## src/rtl/axis_decimator.sv

```systemverilog
// -----------------------------------------------------------------------------
// axis_decimator
//   Integer-factor AXI4-Stream decimator. Every DECIM-th accepted input sample
//   is kept, the others complete their handshake and are discarded. Kept samples
//   pass through a two-entry register slice (OUT + SKID), so both the output and
//   s_axis_tready are registered while full throughput is preserved.
//
// Parameters
//   DATA_WIDTH : TDATA width in bits (in and out)
//   DECIM      : decimation factor, >= 1 (1 = pass-through via the slice)
//   FRAME_LEN  : output samples per frame, >= 1 (TLAST build only)
//
// Ports
//   ACLK          in   clock, rising edge
//   ARESETn       in   asynchronous active-low reset
//   s_axis_tdata  in   input sample
//   s_axis_tvalid in   input valid
//   s_axis_tready out  input ready (registered)
//   m_axis_tdata  out  decimated sample
//   m_axis_tvalid out  output valid
//   m_axis_tready in   downstream ready
//   m_axis_tlast  out  last sample of a frame (only with AXIS_DECIMATOR_TLAST_EN)
//
// Build option
//   AXIS_DECIMATOR_TLAST_EN : adds m_axis_tlast and the output frame counter.
// -----------------------------------------------------------------------------
module axis_decimator #(
  parameter int DATA_WIDTH = 16,
  parameter int DECIM      = 4,
  parameter int FRAME_LEN  = 64
) (
  input  logic                  ACLK,
  input  logic                  ARESETn,
  input  logic [DATA_WIDTH-1:0] s_axis_tdata,
  input  logic                  s_axis_tvalid,
  output logic                  s_axis_tready,
  output logic [DATA_WIDTH-1:0] m_axis_tdata,
  output logic                  m_axis_tvalid,
  input  logic                  m_axis_tready
`ifdef AXIS_DECIMATOR_TLAST_EN
  ,
  output logic                  m_axis_tlast
`endif
);

  if (DECIM < 1 || FRAME_LEN < 1) begin : g_bad_param
    $error("axis_decimator: DECIM and FRAME_LEN must both be >= 1");
  end

  localparam int            PW        = (DECIM > 1) ? $clog2(DECIM) : 1;
  localparam logic [PW-1:0] PHASE_MAX = PW'(DECIM - 1);

  logic [PW-1:0]         phase_q, phase_d;
  logic [DATA_WIDTH-1:0] out_data_q, out_data_d;
  logic                  out_valid_q, out_valid_d;
  logic [DATA_WIDTH-1:0] skid_data_q, skid_data_d;
  logic                  skid_valid_q, skid_valid_d;
  logic                  ready_q;

  logic in_xfer;
  logic out_xfer;
  logic keep;
  logic to_out;

  assign in_xfer  = s_axis_tvalid & ready_q;
  assign out_xfer = out_valid_q & m_axis_tready;
  assign keep     = in_xfer & (phase_q == '0);
  // A kept sample may land straight in OUT when OUT is empty, or when OUT is
  // draining and there is no SKID entry that must go first.
  assign to_out   = ~out_valid_q | (out_xfer & ~skid_valid_q);

`ifdef AXIS_DECIMATOR_TLAST_EN
  localparam int            FW        = (FRAME_LEN > 1) ? $clog2(FRAME_LEN) : 1;
  localparam logic [FW-1:0] FRAME_MAX = FW'(FRAME_LEN - 1);

  logic [FW-1:0] frame_q, frame_d;
  logic          out_last_q, out_last_d;
  logic          skid_last_q, skid_last_d;
  logic          new_last;

  assign new_last = (frame_q == FRAME_MAX);
`endif

  // NOTE: every next-state variable gets its hold value first, so no path
  // through this block leaves one unassigned and no latch is inferred.
  always_comb begin
    phase_d      = phase_q;
    out_data_d   = out_data_q;
    out_valid_d  = out_valid_q;
    skid_data_d  = skid_data_q;
    skid_valid_d = skid_valid_q;
`ifdef AXIS_DECIMATOR_TLAST_EN
    frame_d      = frame_q;
    out_last_d   = out_last_q;
    skid_last_d  = skid_last_q;
`endif

    if (in_xfer) begin
      phase_d = (phase_q == PHASE_MAX) ? '0 : phase_q + PW'(1);
    end

    // Drain first: SKID, if occupied, refills OUT on the same edge.
    if (out_xfer) begin
      if (skid_valid_q) begin
        out_data_d   = skid_data_q;
        skid_valid_d = 1'b0;
`ifdef AXIS_DECIMATOR_TLAST_EN
        out_last_d   = skid_last_q;
`endif
      end else begin
        out_valid_d = 1'b0;
      end
    end

    if (keep) begin
      if (to_out) begin
        out_data_d  = s_axis_tdata;
        out_valid_d = 1'b1;
`ifdef AXIS_DECIMATOR_TLAST_EN
        out_last_d  = new_last;
`endif
      end else begin
        skid_data_d  = s_axis_tdata;
        skid_valid_d = 1'b1;
`ifdef AXIS_DECIMATOR_TLAST_EN
        skid_last_d  = new_last;
`endif
      end
`ifdef AXIS_DECIMATOR_TLAST_EN
      frame_d = new_last ? '0 : frame_q + FW'(1);
`endif
    end
  end

  // NOTE: state is updated with non-blocking assignments so every register
  // samples the pre-edge values, independent of statement order.
  // NOTE: the data registers are reset as well; m_axis_tdata must read 0
  // out of reset, and SKID is cleared alongside it for a clean restart.
  always_ff @(posedge ACLK or negedge ARESETn) begin
    if (!ARESETn) begin
      phase_q      <= '0;
      out_data_q   <= '0;
      out_valid_q  <= 1'b0;
      skid_data_q  <= '0;
      skid_valid_q <= 1'b0;
      ready_q      <= 1'b0;
    end else begin
      phase_q      <= phase_d;
      out_data_q   <= out_data_d;
      out_valid_q  <= out_valid_d;
      skid_data_q  <= skid_data_d;
      skid_valid_q <= skid_valid_d;
      // Ready looks one edge ahead: accept only while SKID will be free.
      ready_q      <= ~skid_valid_d;
    end
  end

`ifdef AXIS_DECIMATOR_TLAST_EN
  always_ff @(posedge ACLK or negedge ARESETn) begin
    if (!ARESETn) begin
      frame_q     <= '0;
      out_last_q  <= 1'b0;
      skid_last_q <= 1'b0;
    end else begin
      frame_q     <= frame_d;
      out_last_q  <= out_last_d;
      skid_last_q <= skid_last_d;
    end
  end

  assign m_axis_tlast = out_last_q;
`endif

  assign s_axis_tready = ready_q;
  assign m_axis_tdata  = out_data_q;
  assign m_axis_tvalid = out_valid_q;

endmodule

```

## config.mk

```make
export PLATFORM = sky130hd
export DESIGN_NAME = axis_decimator
export DESIGN_NICKNAME = d
export VERILOG_FILES = /design/src/rtl/axis_decimator.sv
export SDC_FILE = /design/constraint.sdc
export NUM_CORES = 1
export LEC_CHECK = 0
export CAP_MARGIN = 20
export CORE_MARGIN = 1.5
export CORE_UTILIZATION = 40
export CTS_CLUSTER_SIZE = 25
export DETAILED_ROUTE_END_ITERATION = 16
export GPL_ROUTABILITY_DRIVEN = 0
export PLACE_DENSITY_LB_ADDON = 0.15
export SKIP_CTS_REPAIR_TIMING = 1
export SLEW_MARGIN = 0
export SYNTH_ARGS = -nofsm -noshare
export SYNTH_HDL_FRONTEND = slang
export SYNTH_SLANG_ARGS = --single-unit
```

## constraint.sdc

```tcl
create_clock -name ACLK -period 1.5 [get_ports ACLK]
set_input_delay 0.3 -clock ACLK [delete_from_list [all_inputs] [get_ports ACLK]]
set_output_delay 0.3 -clock ACLK [all_outputs]
set_load 0.03 [all_outputs]
```

Word level (Yosys, flattened, before mapping)
Index checks and enable logic that the tools add are counted.

Flip-flop bits (word level): 37. Output and inout port bits: 18. Logic and storage cells: 31.

Add/sub/neg operators: 1. Eq/ne operators: 1. Mux-type cells: 12. Bitwise gates (word level): 9. Reductions and logical operators: 2.

Operators with widths (count): 16-bit two-way mux (4); 1-bit two-way mux (7); 1-bit AND (4); 1-bit NOT (4); 2-bit by 1-bit adder with 2-bit output (second input constant) (1); 2-bit == test (second input constant) (1); 2-bit zero test (1); 2-bit two-way mux (1); 2-bit AND reduction (1); 1-bit OR (1).

Longest topological paths before layout
Word-level depth: 6. Depth in mapped cells: 6. Gate-level depth less buffers: 5.

Worst setup path before layout
OpenSTA, ideal clock, no wires.

Path type: register to register. Start point: reg out_valid_q, in the netlist m_axis_tvalid. End point: reg out_data_q[10], in the netlist m_axis_tdata[10]. Setup time: 125 ps. Data arrival time: 1524 ps. Data required time: 1375 ps. Path slack: -149 ps. Cell stages (with the launch flop): 5. Buffers on the path: 1. Clock period less this slack: 1649 ps. Path through: dfrtp_1 inv_1 o21ai_4 buf_6 mux2_4.

Longest elaborated chain between the ends: 5. Elaborated cells on any way between the ends: 7. Those cells by class: mux: 3; bitwise: 4.

RTL lines: from (decl) (RTL line 55) `logic out_valid_q, out_valid_d;`; from (signal assigned) (RTL line 150) `out_valid_q <= out_valid_d;`; 1-bit AND (RTL line 66) `assign out_xfer = out_valid_q & m_axis_tready;`; 1-bit AND (RTL line 70) `assign to_out = ~out_valid_q | (out_xfer & ~skid_valid_q);`; 1-bit OR (RTL line 70); 16-bit two-way mux (RTL line 116) `if (to_out) begin`; 16-bit two-way mux * (RTL line 115) `if (keep) begin`; named net out_data_d[10] (RTL line 54) `logic [DATA_WIDTH-1:0] out_data_q, out_data_d;`; to (signal assigned) (RTL line 149) `out_data_q <= out_data_d;`; to (decl) (RTL line 54).

Mark *: on every way through the listed nets, which the timed path passes. The rest lies on a longest branch. A chain may end at the register's enable or synchronous reset.

Worst setup path after layout
Start point: reg phase_q[1]. End point: reg skid_data_q[2].

Longest elaborated chain between the ends: 3.

RTL lines: from (decl) (RTL line 53) `logic [PW-1:0] phase_q, phase_d;`; from (signal assigned) (RTL line 148) `phase_q <= phase_d;`; 2-bit zero test (RTL line 67) `assign keep = in_xfer & (phase_q == '0);`; 1-bit AND (RTL line 67); 2-bit AND reduction (no source line); to (signal assigned) (RTL line 151) `skid_data_q <= skid_data_d;`; to (decl) (RTL line 56) `logic [DATA_WIDTH-1:0] skid_data_q, skid_data_d;`.

No other way between the ends.

==> impl_metrics.env <==
export IMPL_status="finished, violations left"
export IMPL_failed_checks="negative hold slack, negative setup slack"
export IMPL_grt_usage_pct=14.6
export IMPL_drt_iter0_drc=22
export IMPL_synth_distinct_cells=17
export IMPL_cp_max_fo=6
export IMPL_grt_pass1_vias=1065
export IMPL_grt_pass1_wl_mm=4.90
export IMPL_antenna_left=0
export IMPL_initial_core_util_pct=42.3
export IMPL_ys_seq_elements=37
export IMPL_ir_drop_mv=0.936
export IMPL_crit_chain="inv_1 > ha_1 > and3_4 > buf_4 > nand3b_4 > mux2_2"
export IMPL_fmax_mhz=651
export IMPL_max_stage_delay_ns=0.37
export IMPL_vias_per_cell=4.84
export IMPL_grt_ovfl_total=0
export IMPL_syn_inst=107
export IMPL_crit_type="reg2reg"
export IMPL_drt_total_wl_mm=3.47
export IMPL_worst_slack_ns=-0.0363
export IMPL_power_density_nw_per_um2=2010
export IMPL_fin_crit_ns=1.54
export IMPL_numPortBuffers=37
export IMPL_netlist_area_um2=1730
export IMPL_clock_path_buffers=2
export IMPL_finalMaxSlewViolations=0
export IMPL_synth_nets=129
export IMPL_clk_pin_slew_ns=0.07
export IMPL_pin_count=38
export IMPL_setup_viol=25
export IMPL_ys_warn_count=0
export IMPL_final_common_cell="dfrtp_1"
export IMPL_drv_cap=0
export IMPL_hold_path_class="in2async"
export IMPL_cts_sinks=37
export IMPL_final_hold_violation_count=19
export IMPL_relSlewSlack_pct=67.5
export IMPL_critPathArrivalTime_ns=1.70
export IMPL_startpoint_type="flip-flop"
export IMPL_placed_area_um2=2220
export IMPL_grt_max_degree=21
export IMPL_drt_pass1_iter_count=3
export IMPL_syn_area_per_cell_um2=16.2
export IMPL_htreeDepth=2
export IMPL_tritoncts="done"
export IMPL_hold_slack_ns=-0.0324
export IMPL_setup_tns_ns=-0.447
export IMPL_drive_gt1_share_pct=47.0
export IMPL_dp_hpwl_mm=2.18
export IMPL_crit_family="flip-flops"
export IMPL_core_area_um2=4090
export IMPL_rows=23
export IMPL_numCtsBuffers=5
export IMPL_final_cell_mix="dfrtp_1 (36), mux2_4 (25), mux2_2 (24)"
export IMPL_rsz0062_at_grt="yes"
export IMPL_die_height_um=68.8
export IMPL_yosysSeqAreaShare_pct=53.5
export IMPL_fp_dieW_um=68.8
export IMPL_clk_latency_ns=0.28
export IMPL_max_slew_worst_pin_slew_ns=0.487
export IMPL_critPathCaptureType="flip-flop"
export IMPL_antenna_found_initial=0
export IMPL_area_delta_synth_final_pct=44.4
export IMPL_fin_worst_skew_ns=0.00871
export IMPL_period_share_pct=102
export IMPL_crit_buf_inv=2
export IMPL_critPathRequiredTime_ns=1.66
export IMPL_wl_per_cell_um=16.0
export IMPL_diodes=0
export IMPL_fin_area_um2=2500
export IMPL_root_buffer="clkbuf_8"
export IMPL_critPathSlowestCell="dfrtp_1"
export IMPL_route_detailed_drc=0
export IMPL_leakage_nw=1.41
export IMPL_fp_dieArea_um2=4730
export IMPL_finalNetCount=187
export IMPL_via_count=1046
sequential cells by signal, summed over array words and instances (netlist names):
name	flops
m_axis_tdata	16
m_axis_tvalid	1
phase_q	2
s_axis_tready	1
skid_data_q	16
skid_valid_q	1
cell families after synthesis:
logic type / Yosys count / share of synthesized area, %
AO/OA/AOI/OAI: 3 / 1.81
flip-flops: 37 / 53.5
AND/OR/NAND/NOR: 10 / 4.56
multiplexers: 49 / 36.3
buffers and inverters: 6 / 2.39
adder cells (fa/ha/maj): 2 / 1.45
synthesized netlist by cell type:
library cell | n | area [um2]
nand3_4 | 1 | 17.5
nand3b_4 | 1 | 20.0
nand2_1 | 4 | 15.0
nor3_1 | 1 | 5.00
buf_4 | 1 | 7.51
inv_1 | 3 | 11.3
dfrtp_1 | 37 | 926
nor2b_2 | 1 | 8.76
a21o_1 | 1 | 7.51
and3_1 | 1 | 6.26
ha_1 | 2 | 25.0
mux2_4 | 20 | 300
buf_6 | 2 | 22.5
mux2_2 | 29 | 327
and2_1 | 1 | 6.26
o21ai_4 | 1 | 16.3
o21bai_1 | 1 | 7.51
per-stage QoR:
| step | setup slack, ns | hold slack (ns) | power (mW) | util [%] | cells |
|---|---|---|---|---|---|
| after global placement | -0.395 | 0.281 | 4.08 | 54.4 | 198 |
| after detailed placement | -0.460 | 0.291 | 4.16 | 54.4 | 198 |
| final | -0.0363 | -0.0324 | 5.02 | 61.1 | 216 |
| after floorplan | 0.00462 | 0.00441 | 3.35 | - | 107 |
| after CTS | -0.239 | -0.0217 | 4.84 | 56.4 | 206 |
| after global routing | -0.0792 | -0.00122 | 5.32 | 61.1 | 216 |
final cells by class:
type	instances	area, um2
fill	318	1590
timing repair buffer	51	574
sequential	37	927
clock buffer	8	80.1
tap	50	62.6
inverter	3	11.3
multi-input combinational	67	842
final timing paths:
path                                startpoint               end  cells after the start  slack (ns)
worst max-delay path                phase_q[1]    skid_data_q[2]                      6       -0.04
worst min-delay path                   ARESETn        phase_q[1]                      1       -0.03
worst max register to register      phase_q[1]    skid_data_q[2]                      6       -0.04
worst min register to register  skid_data_q[8]    skid_data_q[8]                      1        0.51
max in group asynchronous              ARESETn  m_axis_tdata[12]                      2        1.07
min in group ACLK                m_axis_tready      skid_valid_q                      4        0.44
report_power, final:
part           switching [mW]  internal, mW  leakage (nW)
registers               0.268          1.49         0.447
clock network           0.324         0.330        0.0395
logic                    1.11          1.50         0.928
total                    1.70          3.32          1.41
worst reg2reg max path: cells and delay by family (launching register included):
kind                     cells  cell delay (ns)
adder cells (fa/ha/maj)      1             0.18
buffers and inverters        2             0.20
flip-flops                   1             0.37
multiplexers                 1             0.35
AND/OR/NAND/NOR              2             0.31
routing by layer:
metal / up-vias / share of wire, % / track usage, %
li1: 502 / - / -
met1: 515 / 45 / 17.3
met2: 24 / 49 / 24.3
met3: 5 / 4.2 / 4.38
met4: 0 / 1.1 / 6.62
met5: - / 0 / 0
Power figures use the tool's default switching activity.
==> RTL change 1, RTL diff (config.mk and constraints unchanged) <==
`out_data_q` no longer has a reset.
--- a/src/rtl/axis_decimator.sv
+++ b/src/rtl/axis_decimator.sv
@@ -140,5 +140,4 @@
     if (!ARESETn) begin
       phase_q      <= '0;
-      out_data_q   <= '0;
       out_valid_q  <= 1'b0;
       skid_data_q  <= '0;
@@ -147,5 +146,4 @@
     end else begin
       phase_q      <= phase_d;
-      out_data_q   <= out_data_d;
       out_valid_q  <= out_valid_d;
       skid_data_q  <= skid_data_d;
@@ -154,4 +152,8 @@
       ready_q      <= ~skid_valid_d;
     end
+  end
+
+  always_ff @(posedge ACLK) begin
+    out_data_q <= out_data_d;
   end
 
Check against the original RTL: differs if ARESETn is asserted again (counterexample within 4 cycles, from zero or initial values and one cycle with ARESETn low); with ARESETn held inactive, the same outputs for 10 cycles.
==> RTL change 1 against the unedited design <==
Routed wire length fell by 3.1%. Core utilization increased by 0.39 points. Largest power group unchanged. The run ends with setup timing left. Sequential share of layout area fell by 2.4 points. Area after synthesis shrank 4.6%. Total power up 3.8%. Highest routed layer unchanged. Maximum frequency is 1.4% higher. Setup slack gained 0.021 ns. Cell area decreased by 2.2%. Sequential cell count did not move.
==> RTL change 1: results (changes against the unedited design) <==
| Metric | This run | Unit | Delta |
|---|---|---|---|
| Clock H-tree levels | 2 | - | unchanged |
| FFs w/ async S/R, synth | 56.8 | % | -43 points |
| Cell with the largest stage delay on the worst path | dfrtp_1 | - |  |
| Number of global-route vias before repair | 1045 | - | -1.9% |
| Peak VDD IR | 0.000941 | V | +0.51% |
| Wirelength per Cell | 15.7 | um | -2.2% |
| Cell types with the largest area share after synthesis | dfrtp_1 (32%), mux2_2 (20%), dfxtp_1 (19%) | - |  |
| Proportion of synthesized chip area in sequential cells | 51.3 | % | -2.3 points |
| R2R cell count | 6 | - | unchanged |
| Number of warnings reported in the yosys synthesis log | 0 | - | unchanged |
| Final Cell Area | 0.00244 | sq mm | -2.2% |
| Pre-CTS setup slack | -0.456 | ns | +0.00485 ns |
| Number of nets in the synthesized netlist | 129 | - | unchanged |
| Placed Instances | 199 | - | +0.51% |
| CTS clock-pin slew for the worst setup and hold paths | 0.07 | ns | about the same |
| Worst setup skew after layout | 0.00615 | ns | -0.00255 ns |
| Final Setup Violations | 7 | - | -72% |
| Number of antenna violations at the first check in global routing | 0 | - | unchanged |
| CP Max Fanout | 5 | - | -1 |
| Arrival time of the worst setup path | 1.70 | ns | about the same |
| Layout fillers | 324 | - | +1.9% |
| Lkg Pwr | 1.35 | nW | -4.3% |
| Share of total power in the clock network | 17.1 | % | +4.1 points |
| Cell-internal power | 0.00351 | W | +6.0% |
| Layout cell share with drive strength beyond 1 | 47.6 | % | +0.57 points |
| Least setup slack across all paths after layout | -0.0154 | ns | +0.0209 ns |
| Result of the run | finished, violations left | - |  |
| First-pass iteration count of the detailed router | 4 | - | +1 |
| Switching power as a share of total power | 32.6 | % | -1.4 points |
| Largest net degree at the start of global routing | 22 | - | +4.8% |
| Post-Route Setup TNS | -0.0641 | ns | +0.383 ns |
| Syn Area/Cell | 15.4 | sq um | -4.6% |
| Violations in the final reports | setup timing | - |  |
| Placed standard-cell area | 0.00217 | sq mm | -2.5% |
| Non-filler instance count after layout | 214 | - | -0.93% |
| Hpwl dp | 2210 | um | +1.3% |
| Total GRT Usage | 15.3 | % | +0.69 points |
| TritonCTS buffer count | 5 | - | unchanged |
| Worst slew slack as a fraction of its limit | 77.7 | % | +10 points |
| Clock buffer depth | 2 | - | unchanged |
| Global-route wire length before repair | 4890 | um | -0.29% |
| Commonest cells in the synthesized netlist | mux2_2 (29), dfrtp_1 (21), mux2_4 (20) | - |  |
| Per-cell via count in the routed design | 4.92 | - | +1.6% |
| Hold crit path type | in -> async | - |  |
| Clk Latency, worst-skew pair | 0.29 | ns |  |
| Number of diodes | 0 | - | unchanged |
| Initial DRC count | 26 | - | +18% |
| Register share of total power | 34.1 | % | -0.9 points |
| CTS root buf | clkbuf_8 | - |  |
| Post-layout net count | 185 | - | -1.1% |
| Count of input and output buffers | 37 | - | unchanged |
| Slowest Stage Delay on Critical Path | 0.38 | ns |  |
| Count of cell types in the netlist | 18 | - | +1 |
-- RTL change 1: cell types whose count changed after synthesis, sizes merged --
cell   delta
dfxtp    +16
dfrtp    -16
-- RTL change 1: final timing paths --
kind	startpoint	to	slack [ns]
worst min-delay path	ARESETn	skid_data_q[11]	0.35
worst max register to register	phase_q[0]	m_axis_tdata[11]	-0.02
worst max-delay path	phase_q[0]	m_axis_tdata[11]	-0.02
worst min register to register	skid_data_q[2]	skid_data_q[2]	0.51
max in group asynchronous	ARESETn	m_axis_tvalid	0.91
min in group ACLK	m_axis_tready	skid_valid_q	0.40
-- RTL change 1: layout make-up --
class | count | area share, %
clock inverters | 1 | 1.23
inverters | 3 | 0.461
repair buffers | 50 | 24.0
multi-input cells | 66 | 33.5
clock buffers | 7 | 3.53
flip-flops and latches | 37 | 34.7
well taps | 50 | 2.56
-- RTL change 1: worst max-delay path: cells and delay by family (launching register included) --
family,cells,cell delay [ns]
AO/OA/AOI/OAI,1,0.11
adder cells (fa/ha/maj),1,0.16
buffers and inverters,2,0.23
flip-flops,1,0.38
multiplexers,1,0.29
AND/OR/NAND/NOR,1,0.24
-- RTL change 1: per-layer routing --
metal	GRT usage [%]	wire [um]	vias to the layer above
met4	6.89	43	0
li1	-	-	498
met1	17.2	1430	523
met3	5.00	150	5
met5	0	0	-
met2	26.2	1730	27
-- RTL change 1: cells by family after synthesis --
group	share of synthesized area [%]
AND/OR/NAND/NOR	4.78
adder cells (fa/ha/maj)	1.52
AO/OA/AOI/OAI	1.90
flip-flops	51.3
buffers and inverters	2.50
multiplexers	38.0
==> RTL change 2, RTL diff (same flow settings) <==
Made on the original files. Build with the macro `AXIS_DECIMATOR_TLAST_EN` defined.
--- a/src/rtl/axis_decimator.sv
+++ b/src/rtl/axis_decimator.sv
@@ -25,4 +25,6 @@
 //   AXIS_DECIMATOR_TLAST_EN : adds m_axis_tlast and the output frame counter.
 // -----------------------------------------------------------------------------
+`define AXIS_DECIMATOR_TLAST_EN
+
 module axis_decimator #(
   parameter int DATA_WIDTH = 16,
Behaviour (old outputs only; new: m_axis_tlast): unchanged (Yosys induction, for registers that start in step).
==> RTL change 2 against the unedited design <==
The flow now finishes without violations. Area after synthesis grew 23%. Sequential cell count grew 8. Total power up 13%. Maximum frequency grew 2.5%. Core utilization decreased by 3.1 points. Non-clock buffer count rose by 2. Cell area increased by 19%. Routed wire length is 17% higher. Setup slack improved by 0.038 ns. Critical path depth unchanged. Clock power up 42%.
==> RTL change 2: results (changes against the unedited design) <==
| Metric | This run | Unit | Delta |
|---|---|---|---|
| Pre-CTS setup slack | -0.374 | ns | +0.0865 ns |
| Placed Instances | 262 | - | +32% |
| Layout fillers | 412 | - | +30% |
| Detailed-route wire length | 4070 | um | +17% |
| Syn Area/Cell | 14.6 | sq um | -10% |
| Largest net degree at the start of global routing | 46 | - | +120% |
| Gate power share | 46.5 | % | -5.5 points |
| Total GRT Usage | 15.5 | % | +0.88 points |
| Peak VDD IR | 0.000874 | V | -6.7% |
| CTS root buf | clkbuf_8 | - |  |
| Arrival time of the worst setup path | 1.67 | ns | -0.03 ns |
| Hpwl dp | 2950 | um | +36% |
| Lkg Pwr | 1.59 | nW | +12% |
| Clock H-tree levels | 2 | - | unchanged |
| Number of global-route vias before repair | 1385 | - | +30% |
| Cell types with the largest area share after synthesis | dfrtp_1 (53%), mux2_2 (16%), mux2_4 (13%) | - |  |
| Sw power | 0.00187 | W | +9.8% |
| Number of nets in the synthesized netlist | 169 | - | +31% |
| Wirelength per Cell | 15.0 | um | -6.7% |
| Layout cell share with drive strength beyond 1 | 41.6 | % | -5.4 points |
| Global-route wire length before repair | 6530 | um | +33% |
| Per-cell via count in the routed design | 4.85 | - | +0.21% |
| Initial DRC count | 30 | - | +36% |
| Result of the run | completed | - |  |
| First-pass iteration count of the detailed router | 4 | - | +1 |
| Proportion of synthesized chip area in sequential cells | 53.0 | % | -0.54 points |
| Count of input and output buffers | 38 | - | +2.7% |
| TritonCTS buffer count | 5 | - | unchanged |
| Number of diodes | 0 | - | unchanged |
| Commonest cells in the synthesized netlist | dfrtp_1 (45), mux2_2 (31), mux2_4 (18) | - |  |
| CP Max Fanout | 7 | - | +1 |
| Worst setup skew after layout | 0.00800 | ns | -0.000707 ns |
| Slowest Stage Delay on Critical Path | 0.41 | ns | +0.04 ns |
| Ys flop type | dfrtp_1 | - |  |
| Slew @ Worst Pin | 0.344 | ns | -0.143 ns |
| Post-layout net count | 224 | - | +20% |
| Hold crit path type | in -> reg | - |  |
| Count of cell types in the netlist | 29 | - | +12 |
RTL change 2: cell count changes in the layout (fill, tap and decap cells not counted), sizes merged, moves of 3 or more:
| cell | change |
|---|---|
| a21oi | +3 |
| nand3 | +5 |
| nand3b | -4 |
| mux2i | +3 |
| nand2 | +8 |
| dfrtp | +8 |
RTL change 2: cell families (layout without fill, tap and decap cells):
logic type	after synthesis	in the layout	synth area share (%)
XOR/XNOR	2	2	0.825
adder cells (fa/ha/maj)	3	3	1.77
buffers and inverters	8	64	2.89
multiplexers	52	52	30.6
flip-flops	45	45	53.0
AND/OR/NAND/NOR	25	25	6.95
AO/OA/AOI/OAI	11	11	4.01
RTL change 2: worst max-delay path, delay by kind of cell (launching register included):
family | cells | cell delay, ns
AO/OA/AOI/OAI | 1 | 0.19
multiplexers | 1 | 0.33
buffers and inverters | 2 | 0.22
flip-flops | 1 | 0.41
adder cells (fa/ha/maj) | 1 | 0.14
AND/OR/NAND/NOR | 1 | 0.08
RTL change 2: power groups by stage:
stage	registers, W	clock network, W	logic [W]
6_report	0.00211	0.000929	0.00264
5_1_grt	0.00219	0.000999	0.00285
4_1_cts	0.00213	0.000952	0.00269
3_5_place_dp	0.00216	0	0.00267
3_3_place_gp	0.00211	0	0.00259
2_1_floorplan	0.00253	0	0.00136
RTL change 2: final timing paths:
path | startpoint | end | slack, ns
max | phase_q[1] | m_axis_tdata[2] | 0.002
min | m_axis_tready | s_axis_tready | 0.46
max reg2reg | phase_q[1] | m_axis_tdata[2] | 0.002
min reg2reg | frame_q[4] | frame_q[4] | 0.48
max in group asynchronous | ARESETn | m_axis_tvalid | 0.76
min in group asynchronous | ARESETn | skid_data_q[7] | 0.51
RTL change 2: layout make-up:
class / count / area [sq um] / share of cell area [%]
Clock buffer: 7 / 86.3 / 2.91
Clock inverter: 1 / 30.0 / 1.01
Inverter: 3 / 11.3 / 0.380
Multi-Input combinational cell: 93 / 996 / 33.6
Sequential cell: 45 / 1130 / 38.1
Tap cell: 70 / 87.6 / 2.96
Timing Repair Buffer: 53 / 623 / 21.0
RTL change 2: per-stage QoR:
step / hold slack (ns) / TNS [ns] / util [%] / instance area (sq um)
2_1_floorplan: 0.00441 / -1.22 / - / 2200
3_3_place_gp: 0.294 / -9.78 / 54.3 / 2770
3_5_place_dp: 0.296 / -10.55 / 54.3 / 2770
4_1_cts: -0.0247 / -3.69 / 56.5 / 2890
5_1_grt: 0.484 / -1.16 / 58.0 / 2960
6_report: 0.465 / 0 / 58.0 / 2960
RTL change 2: metal layers:
metal	share of wire [%]	global-route usage [%]	wire length [um]	up-vias
met1	42	18.1	1730	660
met4	0.81	5.95	33	0
met3	3.5	3.97	144	4
li1	-	-	-	631
met5	0	0	0	-
met2	53	27.1	2170	25
